--- src/rtl/pc_pkg.sv ---
// Shared types for the fetch PC generator: next-PC source encoding and the
// helper that turns an instruction size into its low-address alignment mask.
package pc_pkg;

  typedef enum logic [2:0] {
    SEQ = 3'd0,
    BR  = 3'd1,
    J   = 3'd2,
    JR  = 3'd3,
    EXC = 3'd4
  } pc_src_e;

  localparam int MAX_ADDR_W = 64;

  // Bits that must be zero in an instruction address; inst_bytes is a power of two.
  function automatic logic [MAX_ADDR_W-1:0] align_mask(input int inst_bytes);
    return MAX_ADDR_W'(inst_bytes - 1);
  endfunction

endpackage

--- src/rtl/ras_stack.sv ---
// Return-address stack: circular buffer that overwrites its oldest entry when full.
// Push/pop/clear take effect on the next edge; top/count/empty reflect current state.
module ras_stack #(
  parameter int ADDR_W    = 32,
  parameter int RAS_DEPTH = 4
) (
  input  logic                         pc_clk,
  input  logic                         rst_n,
  input  logic                         push,
  input  logic                         pop,
  input  logic                         clear,
  input  logic [ADDR_W-1:0]            push_data,
  output logic [ADDR_W-1:0]            top,
  output logic [$clog2(RAS_DEPTH):0]   count,
  output logic                         empty
);

  localparam int PW = $clog2(RAS_DEPTH);

  logic [ADDR_W-1:0] mem [RAS_DEPTH];
  logic [PW-1:0]     wr_ptr;
  logic [PW-1:0]     top_idx;
  logic [PW:0]       cnt;

  // wr_ptr names the next free slot, so the top sits one below it.
  assign top_idx = wr_ptr - PW'(1);
  assign top     = mem[top_idx];
  assign count   = cnt;
  assign empty   = (cnt == '0);

  always_ff @(posedge pc_clk) begin
    if (push) begin
      mem[wr_ptr] <= push_data;
    end
  end

  always_ff @(posedge pc_clk or negedge rst_n) begin
    if (!rst_n) begin
      wr_ptr <= '0;
      cnt    <= '0;
    end else if (clear) begin
      wr_ptr <= '0;
      cnt    <= '0;
    end else if (push) begin
      wr_ptr <= wr_ptr + PW'(1);
      if (cnt != (PW+1)'(RAS_DEPTH)) begin
        cnt <= cnt + (PW+1)'(1);
      end
    end else if (pop && !empty) begin
      wr_ptr <= top_idx;
      cnt    <= cnt - (PW+1)'(1);
    end
  end

endmodule

--- src/rtl/pc_gen.sv ---
// Fetch PC generator: priority mux exc > jr > j > br > seq, one-cycle redirect latency.
// stall holds PC, RAS and pc_src (only an exception gets through); pulses clear while held.
module pc_gen
  import pc_pkg::*;
#(
  parameter int                ADDR_W     = 32,
  parameter logic [ADDR_W-1:0] RESET_VEC  = '0,
  parameter int                INST_BYTES = 4,
  parameter int                RAS_DEPTH  = 4
) (
  input  logic                        pc_clk,
  input  logic                        rst_n,
  input  logic                        stall,
  input  logic                        br_valid,
  input  logic [ADDR_W-1:0]           br_target,
  input  logic                        j_valid,
  input  logic [ADDR_W-1:0]           j_target,
  input  logic                        j_link,
  input  logic                        jr_valid,
  input  logic [ADDR_W-1:0]           jr_target,
  input  logic                        jr_ret,
  input  logic                        exc_valid,
  input  logic [ADDR_W-1:0]           exc_vec,
  output logic [ADDR_W-1:0]           inst_out,
  output logic [ADDR_W-1:0]           pc_seq,
  output logic [2:0]                  pc_src,
  output logic                        align_err,
  output logic                        ret_mispredict,
  output logic [$clog2(RAS_DEPTH):0]  ras_count
);

  localparam logic [ADDR_W-1:0] LOW_MASK = ADDR_W'(align_mask(INST_BYTES));

  logic [ADDR_W-1:0] pc_q;
  pc_src_e           src_q;
  logic              align_q;
  logic              mispred_q;

  logic              take;
  pc_src_e           src_d;
  logic [ADDR_W-1:0] raw_target;
  logic [ADDR_W-1:0] next_pc;
  logic              misalign;
  logic              mispred;
  logic              ras_push;
  logic              ras_pop;
  logic              ras_clear;
  logic [ADDR_W-1:0] ras_top;
  logic              ras_empty;

  assign pc_seq = pc_q + ADDR_W'(INST_BYTES);

  always_comb begin
    take       = 1'b1;
    src_d      = SEQ;
    raw_target = pc_seq;
    ras_push   = 1'b0;
    ras_pop    = 1'b0;
    ras_clear  = 1'b0;
    if (exc_valid) begin
      src_d      = EXC;
      raw_target = exc_vec;
      ras_clear  = 1'b1;
    end else if (stall) begin
      take = 1'b0;
    end else if (jr_valid) begin
      src_d      = JR;
      raw_target = jr_target;
      ras_pop    = jr_ret;
    end else if (j_valid) begin
      src_d      = J;
      raw_target = j_target;
      ras_push   = j_link;
    end else if (br_valid) begin
      src_d      = BR;
      raw_target = br_target;
    end
  end

  assign next_pc  = raw_target & ~LOW_MASK;
  // Only redirect targets can be misaligned; the sequential path is aligned by construction.
  assign misalign = (src_d != SEQ) && (|(raw_target & LOW_MASK));
  assign mispred  = ras_pop && (ras_empty || (ras_top != next_pc));

  ras_stack #(
    .ADDR_W    (ADDR_W),
    .RAS_DEPTH (RAS_DEPTH)
  ) u_ras (
    .pc_clk    (pc_clk),
    .rst_n     (rst_n),
    .push      (ras_push),
    .pop       (ras_pop),
    .clear     (ras_clear),
    .push_data (pc_seq),
    .top       (ras_top),
    .count     (ras_count),
    .empty     (ras_empty)
  );

  always_ff @(posedge pc_clk or negedge rst_n) begin
    if (!rst_n) begin
      pc_q      <= RESET_VEC;
      src_q     <= SEQ;
      align_q   <= 1'b0;
      mispred_q <= 1'b0;
    end else if (take) begin
      pc_q      <= next_pc;
      src_q     <= src_d;
      align_q   <= misalign;
      mispred_q <= mispred;
    end else begin
      align_q   <= 1'b0;
      mispred_q <= 1'b0;
    end
  end

  assign inst_out       = pc_q;
  assign pc_src         = src_q;
  assign align_err      = align_q;
  assign ret_mispredict = mispred_q;

endmodule
--- config.mk ---
export PLATFORM = sky130hd
export DESIGN_NAME = pc_gen
export DESIGN_NICKNAME = d
export VERILOG_FILES = /design/src/rtl/pc_pkg.sv /design/src/rtl/ras_stack.sv /design/src/rtl/pc_gen.sv
export SDC_FILE = /design/constraint.sdc
export NUM_CORES = 1
export LEC_CHECK = 0
export ABC_AREA = 1
export BUFFER_PORTS_ARGS = -buffer_cell sky130_fd_sc_hd__buf_2
export CORE_ASPECT_RATIO = 0.75
export CORE_MARGIN = 5
export CORE_UTILIZATION = 55
export CTS_CLUSTER_SIZE = 14
export DETAILED_ROUTE_END_ITERATION = 8
export GPL_TIMING_DRIVEN = 0
export MAX_ROUTING_LAYER = met4
export PLACE_DENSITY = 0.81
export SETUP_SLACK_MARGIN = 0.5
export SYNTH_ARGS = -nofsm -noshare
export SYNTH_HDL_FRONTEND = slang
export SYNTH_SLANG_ARGS = --single-unit
export TNS_END_PERCENT = 20
--- constraint.sdc ---
create_clock -name pc_clk -period 4 [get_ports pc_clk]
set_input_delay 1.2 -clock pc_clk [delete_from_list [all_inputs] [get_ports pc_clk]]
set_output_delay 1.2 -clock pc_clk [all_outputs]
set_load 0.05 [all_outputs]
==> results.txt <==
most frequent cells after synthesis = nand2_1, edfxtp_1, nor2_1
Clk pwr share = 0.287
unique cell type count in the Yosys netlist = 41
cts bufs inserted = 17
CP endpoint kind = flip-flop
Clock Skew = 7.84 ps
sequential fraction of design power = 0.341
core area = 16700 µm²
Finished Cell Area = 11600 µm²
dpl cells = 1596
Main synth FF type = edfxtp_1
post-detail-place hpwl = 25500 µm
WL per Instance = 21.3 µm
CTS Buffer Depth = 2
max-cap violations = 0
Yosys top cell by area = edfxtp_1
Ant. Diodes = 0
fmax = 288 MHz
crit-path max FO = 11
Die Y = 122 µm
Max Slew Vio Count = 0
I/O pins = 209
Combinational Power Share = 0.372
Synth area leaders = edfxtp_1, nand2_1, dfrtp_1, nand3_1, nor2_1
Tmin final = 3480 ps
RSZ-0062 raised after global routing = yes
cells after synthesis = 1170
drt first pass iters = 6
CTS tree = yes
startpoint types = flip-flop
total internal power = 0.00348 W
final net count = 1551
post-place instance area = 10700 µm²
chip width = 160 µm
Area Growth Syn to Fin = 25.1%
total clock sinks = 160
DIE AREA = 19600 µm²
initial antenna violation count = 0
largest net degree at the start of global routing = 41
number of hold violations in the final report = 0
flops & latches, synth = 160
Leak Pwr = 5.19 nW
first-pass GRT wire length = 50500 µm
top cell type's share of synthesized area = 0.389
GP Congestion = 1.03
htree depth = 4
drt initial violations = 1387
clk slew on worst S/H paths = 70 ps
drt drc = 0
ANT nets after route = 0
Congestion Overflow GR = 0
Arrival @ worst endpoint = 3810 ps
Least-Margin Pin Slew = 1120 ps
Post-synth EDFFs = 120
Core Rows = 41
Seq/Total Area, Yosys = 0.497
YS warnings = 0
initial core utilization = 0.555
Post-synth ARST share = 0.250
worst vdd ir = 270 µV
Post-Layout Cell Count = 1636
crit path kind = reg -> reg
DRT Wirelength = 34900 µm
Buffers on Ports = 204
Global Route Usage Sum = 0.358
PD cells = 506 nW/µm²
vias in the first global route = 8921
total number of vias = 9676
Tcrit/Tclk final = 0.870
sw power = 0.00238 W
Worst Path Required = 4330 ps
max_slew headroom = 0.256
Hold Crit Class = reg -> reg
hold path start = pc_src[2]$_DFFE_PN0P_
Critical Path Source = u_ras.wr_ptr[0]$_DFFE_PN0P_
detailed-route vias per instance = 5.91
mapped cell area = 9260 µm²
worst reg2reg setup slack = 520 ps
Sw Share = 0.407
most numerous cell in the Yosys netlist = nand2_1
status = complete, no violations
Clock Tree Root = clkbuf_16
final setup vio count = 0
clk_lat worst skew = 440 ps
Syn Area/Cell = 7.92 µm²
share of cells above drive strength 1 = 0.257
worst reg2reg path startpoint = u_ras.wr_ptr[0]$_DFFE_PN0P_
-- path summary, 6_finish.rpt --
kind	endpoint	cells after the start
hold reg to reg	pc_src[2]$_DFFE_PN0P_	2
setup reg to reg	ret_mispredict$_DFF_PN0_	19
setup / recovery	ret_mispredict$_DFF_PN0_	19
hold / removal	pc_src[2]$_DFFE_PN0P_	2
min in group asynchronous	pc_src[1]$_DFFE_PN0P_	1
max in group asynchronous	inst_out[9]$_DFFE_PN0P_	1
-- state kept, by name, summed over array words and instances (netlist names) --
register / count
align_err: 1
pc_src: 3
u_ras.wr_ptr: 2
u_ras.count: 3
ret_mispredict: 1
u_ras.mem: 120
inst_out: 30
-- power groups by stage --
stage | Combinational [W] | Clock (W) | Sequential, W
floorplan | 0.00118 | 0 | 0.00217
global placement | 0.00195 | 0 | 0.00202
detailed placement | 0.00199 | 0 | 0.00202
CTS | 0.00204 | 0.00167 | 0.00199
global route | 0.00234 | 0.00176 | 0.00200
finish | 0.00218 | 0.00168 | 0.00200
-- metal layers --
layer,routed length (µm),GRT usage,up-vias
li1,-,-,4405
met2,15400,0.535,683
met4,1190,0.119,0
met3,4890,0.117,104
met5,0,-,-
met1,13400,0.467,4484
-- layout by cell type (no fill, tap or decap), types with 14 or more instances in the layout --
cell type and instances:
clkbuf_16 17, clkbuf_1 23, o22ai_1 26, inv_1 88
nor2_4 14, nor2_1 100, dfrtp_1 26, o21ai_0 75
a21oi_1 55, buf_2 207, buf_4 18, edfxtp_1 120
dfrtp_2 14, or2_2 20, nand3b_1 16, nand3_1 92
nand2_1 371
-- cells by family after synthesis --
family | after synthesis | synth area share
buffers and inverters | 156 | 0.0676
XOR/XNOR | 4 | 0.00378
AO/OA/AOI/OAI | 199 | 0.125
AND/OR/NAND/NOR | 644 | 0.297
adder cells (fa/ha/maj) | 6 | 0.00892
other | 1 | 0.000405
flip-flops | 160 | 0.497
-- timing repair --
item / 4_1_cts / 5_1_grt
cloned: 0 / 0
pin swaps: 2 / 4
endpoints found under the setup margin: 92 / 72
setup buffers: 2 / 6
resized for setup: 24 / 62
hold buffers: 0 / 0
-- worst max-delay path, stage by stage, from the launching register on --
cell	delay (ps)
dfrtp_1	400
clkbuf_4	210
inv_6	150
buf_4	210
buf_4	200
ha_1	240
clkbuf_4	230
inv_8	150
clkbuf_4	250
o21ai_0	110
o22ai_1	290
a21oi_1	110
nor2_1	200
nand2_1	70
inv_1	50
nand2_1	50
nor2_1	90
nand3_1	100
nor2_1	170
nor2_1	60
-- per-stage QoR --
| stage | TNS, ps | power [W] | setup slack [ps] | hold WS [ps] | util |
|---|---|---|---|---|---|
| finish | 0 | 0.00586 | 522 | 491 | 0.695 |
| global route | 0 | 0.00610 | 402 | 535 | 0.695 |
| CTS | 0 | 0.00569 | 403 | 492 | 0.683 |
| detailed placement | -2120 | 0.00402 | -160 | 470 | 0.642 |
| global placement | -197850 | 0.00397 | -1730 | 458 | 0.634 |
| floorplan | 0 | 0.00335 | 177 | 580 | - |
-- area by class of cell --
| cell class | count | area (µm²) |
|---|---|---|
| clock inverter | 15 | 179 |
| clock buffer | 17 | 425 |
| tap | 215 | 269 |
| timing repair buffer | 216 | 1260 |
| multi-input combinational | 857 | 4180 |
| buffer | 54 | 265 |
| sequential | 160 | 4620 |
| inverter | 102 | 395 |
| fill | 1327 | 5080 |
No activity file was read; power rests on OpenSTA's default activity.
